==> config.mk <==
export PLATFORM = sky130hd
export DESIGN_NAME = dmem_arbiter
export DESIGN_NICKNAME = d
export VERILOG_FILES = /design/src/rtl/dmem_arbiter.sv
export SDC_FILE = /design/constraint.sdc
export NUM_CORES = 1
export LEC_CHECK = 0
export BUFFER_PORTS_ARGS = -buffer_cell sky130_fd_sc_hd__buf_2
export CAP_MARGIN = 20
export CORE_AREA = 3 3 114 116
export CTS_CLUSTER_DIAMETER = 40
export DETAILED_ROUTE_END_ITERATION = 16
export DIE_AREA = 0 0 117 119
export GPL_TIMING_DRIVEN = 1
export SLEW_MARGIN = 40
export SYNTH_ARGS = -nofsm -noshare
export SYNTH_HDL_FRONTEND = slang
export SYNTH_SLANG_ARGS = --single-unit
==> constraint.sdc <==
create_clock -name clk -period 2.05 [get_ports clk]
set_clock_uncertainty 0.05 [all_clocks]
set_input_delay 0.205 -clock clk [delete_from_list [all_inputs] [get_ports clk]]
set_output_delay 0.205 -clock clk [all_outputs]
set_load 0.05 [all_outputs]
==> src/rtl/dmem_arbiter.sv <==
// Two-port data-memory arbiter: CPU-first priority with a starvation counter that
// forces a DMA grant, plus registered read-data return per port.
module dmem_arbiter #(
   parameter int unsigned DATA_WIDTH   = 32,
   parameter int unsigned STARVE_LIMIT = 4
) (
   input  logic                  clk,
   input  logic                  reset_n,

   input  logic                  cpu_req,
   input  logic                  cpu_we,
   input  logic [DATA_WIDTH-1:0] cpu_addr,
   input  logic [DATA_WIDTH-1:0] cpu_wdata,
   output logic                  cpu_gnt,
   output logic                  cpu_rvalid,
   output logic [DATA_WIDTH-1:0] cpu_rdata,

   input  logic                  dma_req,
   input  logic                  dma_we,
   input  logic [DATA_WIDTH-1:0] dma_addr,
   input  logic [DATA_WIDTH-1:0] dma_wdata,
   output logic                  dma_gnt,
   output logic                  dma_rvalid,
   output logic [DATA_WIDTH-1:0] dma_rdata,

   output logic [DATA_WIDTH-1:0] mem_addr,
   output logic [DATA_WIDTH-1:0] mem_wdata,
   output logic                  mem_we,
   input  logic [DATA_WIDTH-1:0] mem_rdata
);

   localparam logic [3:0] StarveMax = 4'(STARVE_LIMIT);

   logic [3:0]            starve_q, starve_d;
   logic                  starve_hit;
   logic                  cpu_rvalid_q, dma_rvalid_q;
   logic [DATA_WIDTH-1:0] cpu_rdata_q, dma_rdata_q;

   // With STARVE_LIMIT = 0 the counter never leaves 0, so DMA always wins.
   always_comb begin
      starve_hit = (starve_q == StarveMax);
      cpu_gnt    = reset_n & cpu_req & ~(dma_req & starve_hit);
      dma_gnt    = reset_n & dma_req & (~cpu_req | starve_hit);
   end

   always_comb begin
      mem_addr  = '0;
      mem_wdata = '0;
      mem_we    = 1'b0;
      if (cpu_gnt) begin
         mem_addr  = cpu_addr;
         mem_wdata = cpu_wdata;
         mem_we    = cpu_we;
      end else if (dma_gnt) begin
         mem_addr  = dma_addr;
         mem_wdata = dma_wdata;
         mem_we    = dma_we;
      end
   end

   always_comb begin
      starve_d = starve_q;
      if (!dma_req || dma_gnt) begin
         starve_d = 4'd0;
      end else if (!starve_hit) begin
         starve_d = starve_q + 4'd1;
      end
   end

   always_ff @(posedge clk or negedge reset_n) begin
      if (!reset_n) begin
         starve_q <= 4'd0;
      end else begin
         starve_q <= starve_d;
      end
   end

   always_ff @(posedge clk or negedge reset_n) begin
      if (!reset_n) begin
         cpu_rvalid_q <= 1'b0;
         dma_rvalid_q <= 1'b0;
         cpu_rdata_q  <= '0;
         dma_rdata_q  <= '0;
      end else begin
         cpu_rvalid_q <= cpu_gnt & ~cpu_we;
         dma_rvalid_q <= dma_gnt & ~dma_we;
         if (cpu_gnt && !cpu_we) begin
            cpu_rdata_q <= mem_rdata;
         end
         if (dma_gnt && !dma_we) begin
            dma_rdata_q <= mem_rdata;
         end
      end
   end

   assign cpu_rvalid = cpu_rvalid_q;
   assign dma_rvalid = dma_rvalid_q;
   assign cpu_rdata  = cpu_rdata_q;
   assign dma_rdata  = dma_rdata_q;

endmodule

# Word level (Yosys, flattened, before mapping)
# Cells that the tools add are included.
# Widths: inputs -> output; s select.
# totals
regBits	70
input_bits	166
out_inout_bits	133
elab_cells	34
# classes
add_sub_neg	1
eq_ne	2
muxes	8
bitwise	12
reduce_logical	6
# op_table
operator	count
$mux 32	4
$mux 4	2
$and 1x1->1	7
$add 4x1->4 const B	1
$eq 4x3->1 const B	1
$not 1->1	4
$logic_not 1->1	3
$logic_and 1x1->1	2
$mux 1	2
$ne 2x1->1 const B	1
$logic_or 1x1->1	1
$or 1x1->1	1

# Longest topological paths before layout
# depth
depth_word	5
depth_mapped	7
mapped_depth_nobuf	5

# Least setup slack after synthesis
# Ideal clock, no wire load.
# synth_timing
path_type	register to output
start	register starve_q[0]
end	output mem_wdata[22]
t_arrival_ps	2279
required_time_ps	1795
setup_slack_ps	-484
stages_incl_launch_ff	7
path_buffers	1
path_cell_list	dfrtp_1 -> inv_1 -> ha_1 -> and3b_1 -> a21oi_1 -> clkbuf_1 -> a22o_1
# synth_via
elab_chain_len	5
# synth_rtl
item	line_no	text
start, declared	34	logic [3:0] starve_q, starve_d;
start signal, assigned	74	starve_q <= starve_d;
$eq 4x3->1	41	starve_hit = (starve_q == StarveMax);
$and 1x1->1	42	cpu_gnt = reset_n & cpu_req & ~(dma_req & starve_hit);
$not 1->1	42	
$and 1x1->1	42	
named net cpu_gnt	14	output logic cpu_gnt,
$mux 32	50	if (cpu_gnt) begin
end, declared	27	output logic [DATA_WIDTH-1:0] mem_wdata,
# The timed path passes the listed nets, and every way through them passes these cells.

# Worst setup path after layout
# layout_timing
start	register starve_q[1]
end	output mem_addr[28]
# layout_via
elab_chain_len	5
# layout_rtl
item	line_no	text
$eq 4x3->1 (*)	41	
$or 1x1->1 / $and 1x1->1 (equally long branches)	43, 42	
$and 1x1->1 / $not 1->1 (equally long branches)	43, 42	
$mux 32 / $and 1x1->1 (equally long branches)	54, 42	
$mux 32 (*)	50	
end, declared	26	output logic [DATA_WIDTH-1:0] mem_addr,
# Every way passes the cells marked *; elsewhere a longest branch is shown, timed or not.

==> out/qor.csv <==
stage,metric,value,unit
clocking,clk sink count,70,
placed_design,HPWL after detailed placement,12060,um
setup_path,CP required,1.79,ns
drt,average wire per standard cell,23.67,um
global_route,vias in the first global route,3839,
placed_design,Placed Area,0.005495,mm^2
timing,period utilisation layout,1.111,
timing,Slew Limit Fails,0,
synthesis,leading area contributor after synthesis,dfrtp_1,
synthesis,Synth cell types,22,
cells_and_area,final instance area,0.006967,mm^2
die,core area,0.01201,mm^2
cells_and_area,nets@finish,740,
outcome,failing checks,negative setup slack,
clocking,Clock Tree Buf Depth,2,
cells_and_area,P&R area growth vs syn,105.8,%
drt,DRC Markers,0,
setup_path,crit start category,flip-flop,
synthesis,Ys Warns,0,
synthesis,Synth area leaders,"dfrtp_1 52%, mux2_2 21%, a22o_1 17%",
drt,drt first pass iters,4,
drt,Routed WL,17140,um
drt,Vias/cell,5.010,
setup_path,Reg2Reg Launch Point,starve_q[1],
setup_path,maximum net fanout on the critical path,6,
outcome,status,"finished, violations left",
cells_and_area,ant diodes,0,
global_route,initial antenna violation count,4,
power_and_ir_drop,PwrDens,899.1,mW/mm^2
min_path,startpoint of the most critical hold path,mem_rdata[22],
min_path,Hold Crit Depth,2,
die,FP Rows,40,
clocking,clock-pin slew on the worst setup and hold paths,0.06,ns
setup_path,worst reg2reg path endpoint,dma_rdata[20],
drt,Via Count,3627,
die,Die Height,119,um
drt,Antenna Nets Post-Route,0,
min_path,HP Class,in -> reg,
timing,setup TNS,-11.82,ns
synthesis,area share of the largest cell type after synthesis,0.5176,
die,width of the die,117,um
timing,unrepaired setup endpoints after global routing,yes,
min_path,hold endpoint,dma_rdata[22],
global_route,total track usage,0.2201,
synthesis,Post-Synthesis Net Count,415,
cells_and_area,final core utilization,0.5800,
clocking,latest clock arrival within the worst-skew pair,0.32,ns
power_and_ir_drop,Pleak,0.003521,uW
timing,Final Hold Viols,0,
global_route,largest net degree at the start of global routing,59,
setup_path,CP arrival,2.02,ns
timing,Worst Max-Slew Pin Slew,0.7250,ns
placed_design,placer congestion estimate,0.9594,
synthesis,post-synthesis cell count,247,
placed_design,IO buf count,298,
synthesis,Yosys reg bits,70,
cells_and_area,share of cells above drive strength 1,0.8388,
timing,f_max,439.1,MHz
clocking,CTS tree,built,
die,initial core utilization,0.2818,
timing,min Tclk post-route,2.277,ns
die,number of top-level pins,299,
global_route,first-pass GRT wire length,22940,um
timing,Rel. slew slack,0.5167,
synthesis,sequential area share after synthesis,0.5176,
setup_path,WS Path Type,reg -> out,
timing,Final Worst Setup Slack,-0.2273,ns
clocking,TritonCTS buffer count,9,
setup_path,R2R cell count,9,
synthesis,syn_area_per_cell,13.70,um^2
timing,Final setup viols,67,
clocking,H-tree Lvls,3,
die,die area,0.01392,mm^2
clocking,root cell of the clock tree,clkbuf_16,
drt,drt initial violations,156,
power_and_ir_drop,VDD IR max,0.0006092,V
setup_path,R2R setup slack,0,ns
setup_path,crit end category,output pin,
flow_run,MaxCap Viol Count,0,
global_route,GR Overflow Total,0,
synthesis,mapped cell area,0.003384,mm^2
-- worst max-delay path, cell delays in order, from the launching register on --
cell and delay, ns:
dfrtp_1 0.40, inv_2 0.08, ha_4 0.13, and3b_2 0.24, a21oi_4 0.07, buf_6 0.13
buf_8 0.13, buf_16 0.13, a22o_4 0.24, buf_12 0.15
-- repair_timing --
| action | in CTS | in global routing |
|---|---|---|
| buffers inserted | 7 | 4 |
| hold endpoints to repair | 12 | 0 |
| gates cloned | 7 | 5 |
| pin swaps | 8 | 2 |
| hold buffers | 1 | 0 |
| resized for setup | 146 | 42 |
| endpoints found under the setup margin | 67 | 96 |
-- layer usage --
layer | share of wire | track usage
met5 | 0.0033 | 0
met4 | 0.020 | 0.06165
met2 | 0.49 | 0.3709
met1 | 0.39 | 0.2639
met3 | 0.093 | 0.07622
-- layout by cell type, fill, tap and decap left out, types with 2 or more instances in the layout --
cell type / n
buf_4: 9
buf_12: 28
nand3_1: 4
inv_2: 2
a22o_2: 32
a22o_4: 31
a21oi_4: 2
buf_6: 40
clkinv_4: 2
mux2_2: 36
a22o_1: 2
buf_2: 231
o21ai_0: 3
nand2_1: 2
clkbuf_16: 13
bufinv_16: 2
buf_16: 7
buf_8: 15
dfrtp_1: 70
nand2b_1: 2
a211oi_4: 2
mux2_4: 27
-- report_power, final --
group          leakage, uW  total [uW]  switching [uW]  internal [uW]
Sequential        0.000843        1790             141           1650
Combinational      0.00252        2780            1790            986
Clock             0.000153        1690             616           1070
-- how the worst max path moves through the flow --
stage | end | slack [ns] | startpoint | cells after the start
after floorplan | mem_addr[13] | 0.01 | starve_q[0] | 7
after global placement | mem_addr[2] | 0.02 | starve_q[0] | 7
after detailed placement | mem_addr[30] | -0.01 | starve_q[0] | 7
after CTS | mem_addr[28] | -0.24 | starve_q[1] | 9
after global routing | mem_addr[28] | -0.29 | starve_q[0] | 9
final | mem_addr[28] | -0.23 | starve_q[1] | 9
-- flip-flops by register name, indices dropped and copies added (netlist names) --
register and cells:
cpu_rdata 32, cpu_rvalid 1, dma_rdata 32, dma_rvalid 1, starve_q 4
-- cells in the mapped netlist (all sizes together) --
cell type / count
inv: 3
nand3: 4
dfrtp: 70
nor2: 1
o21ai: 3
ha: 2
a21oi: 2
nand4: 1
nand3b: 1
mux2: 64
a211oi: 2
a311oi: 1
buf: 16
o2111ai: 1
and3b: 1
nand2: 2
a22o: 65
xor2: 1
clkbuf: 5
nand2b: 2
-- cell families after synthesis --
group / count (synthesis) / synth area share
AOI/OAI and AO/OA: 74 / 0.1926
DFF: 70 / 0.5176
muxes: 64 / 0.2129
buffers and inverters: 24 / 0.04362
and+or+nand+nor: 12 / 0.02329
adders and majority gates: 2 / 0.007393
xor gates and xnor gates: 1 / 0.002588
-- cell type report --
type	count	area, um^2
Inverter	3	11.26
Tap cell	147	183.9
Sequential cell	70	1752
Clock inverter	6	93.84
Clock buffer	10	229.0
Timing Repair Buffer	335	2763
Multi-Input combinational cell	153	1934
Fill cell	981	5045
-- metrics by stage --
step | hold WS (ns) | cells | setup slack [ns] | total power, uW
2_1_floorplan | -0.1406 | 247 | 0.01308 | 3460
4_1_cts | 0.06590 | 715 | -0.2432 | 6180
3_5_place_dp | 0.01496 | 684 | -0.009799 | 4260
5_1_grt | 0.06920 | 724 | -0.2915 | 6495
6_report | 0.06759 | 724 | -0.2273 | 6264
3_3_place_gp | 0.01008 | 684 | 0.01669 | 4225
No activity file was read; power rests on OpenSTA's default activity.
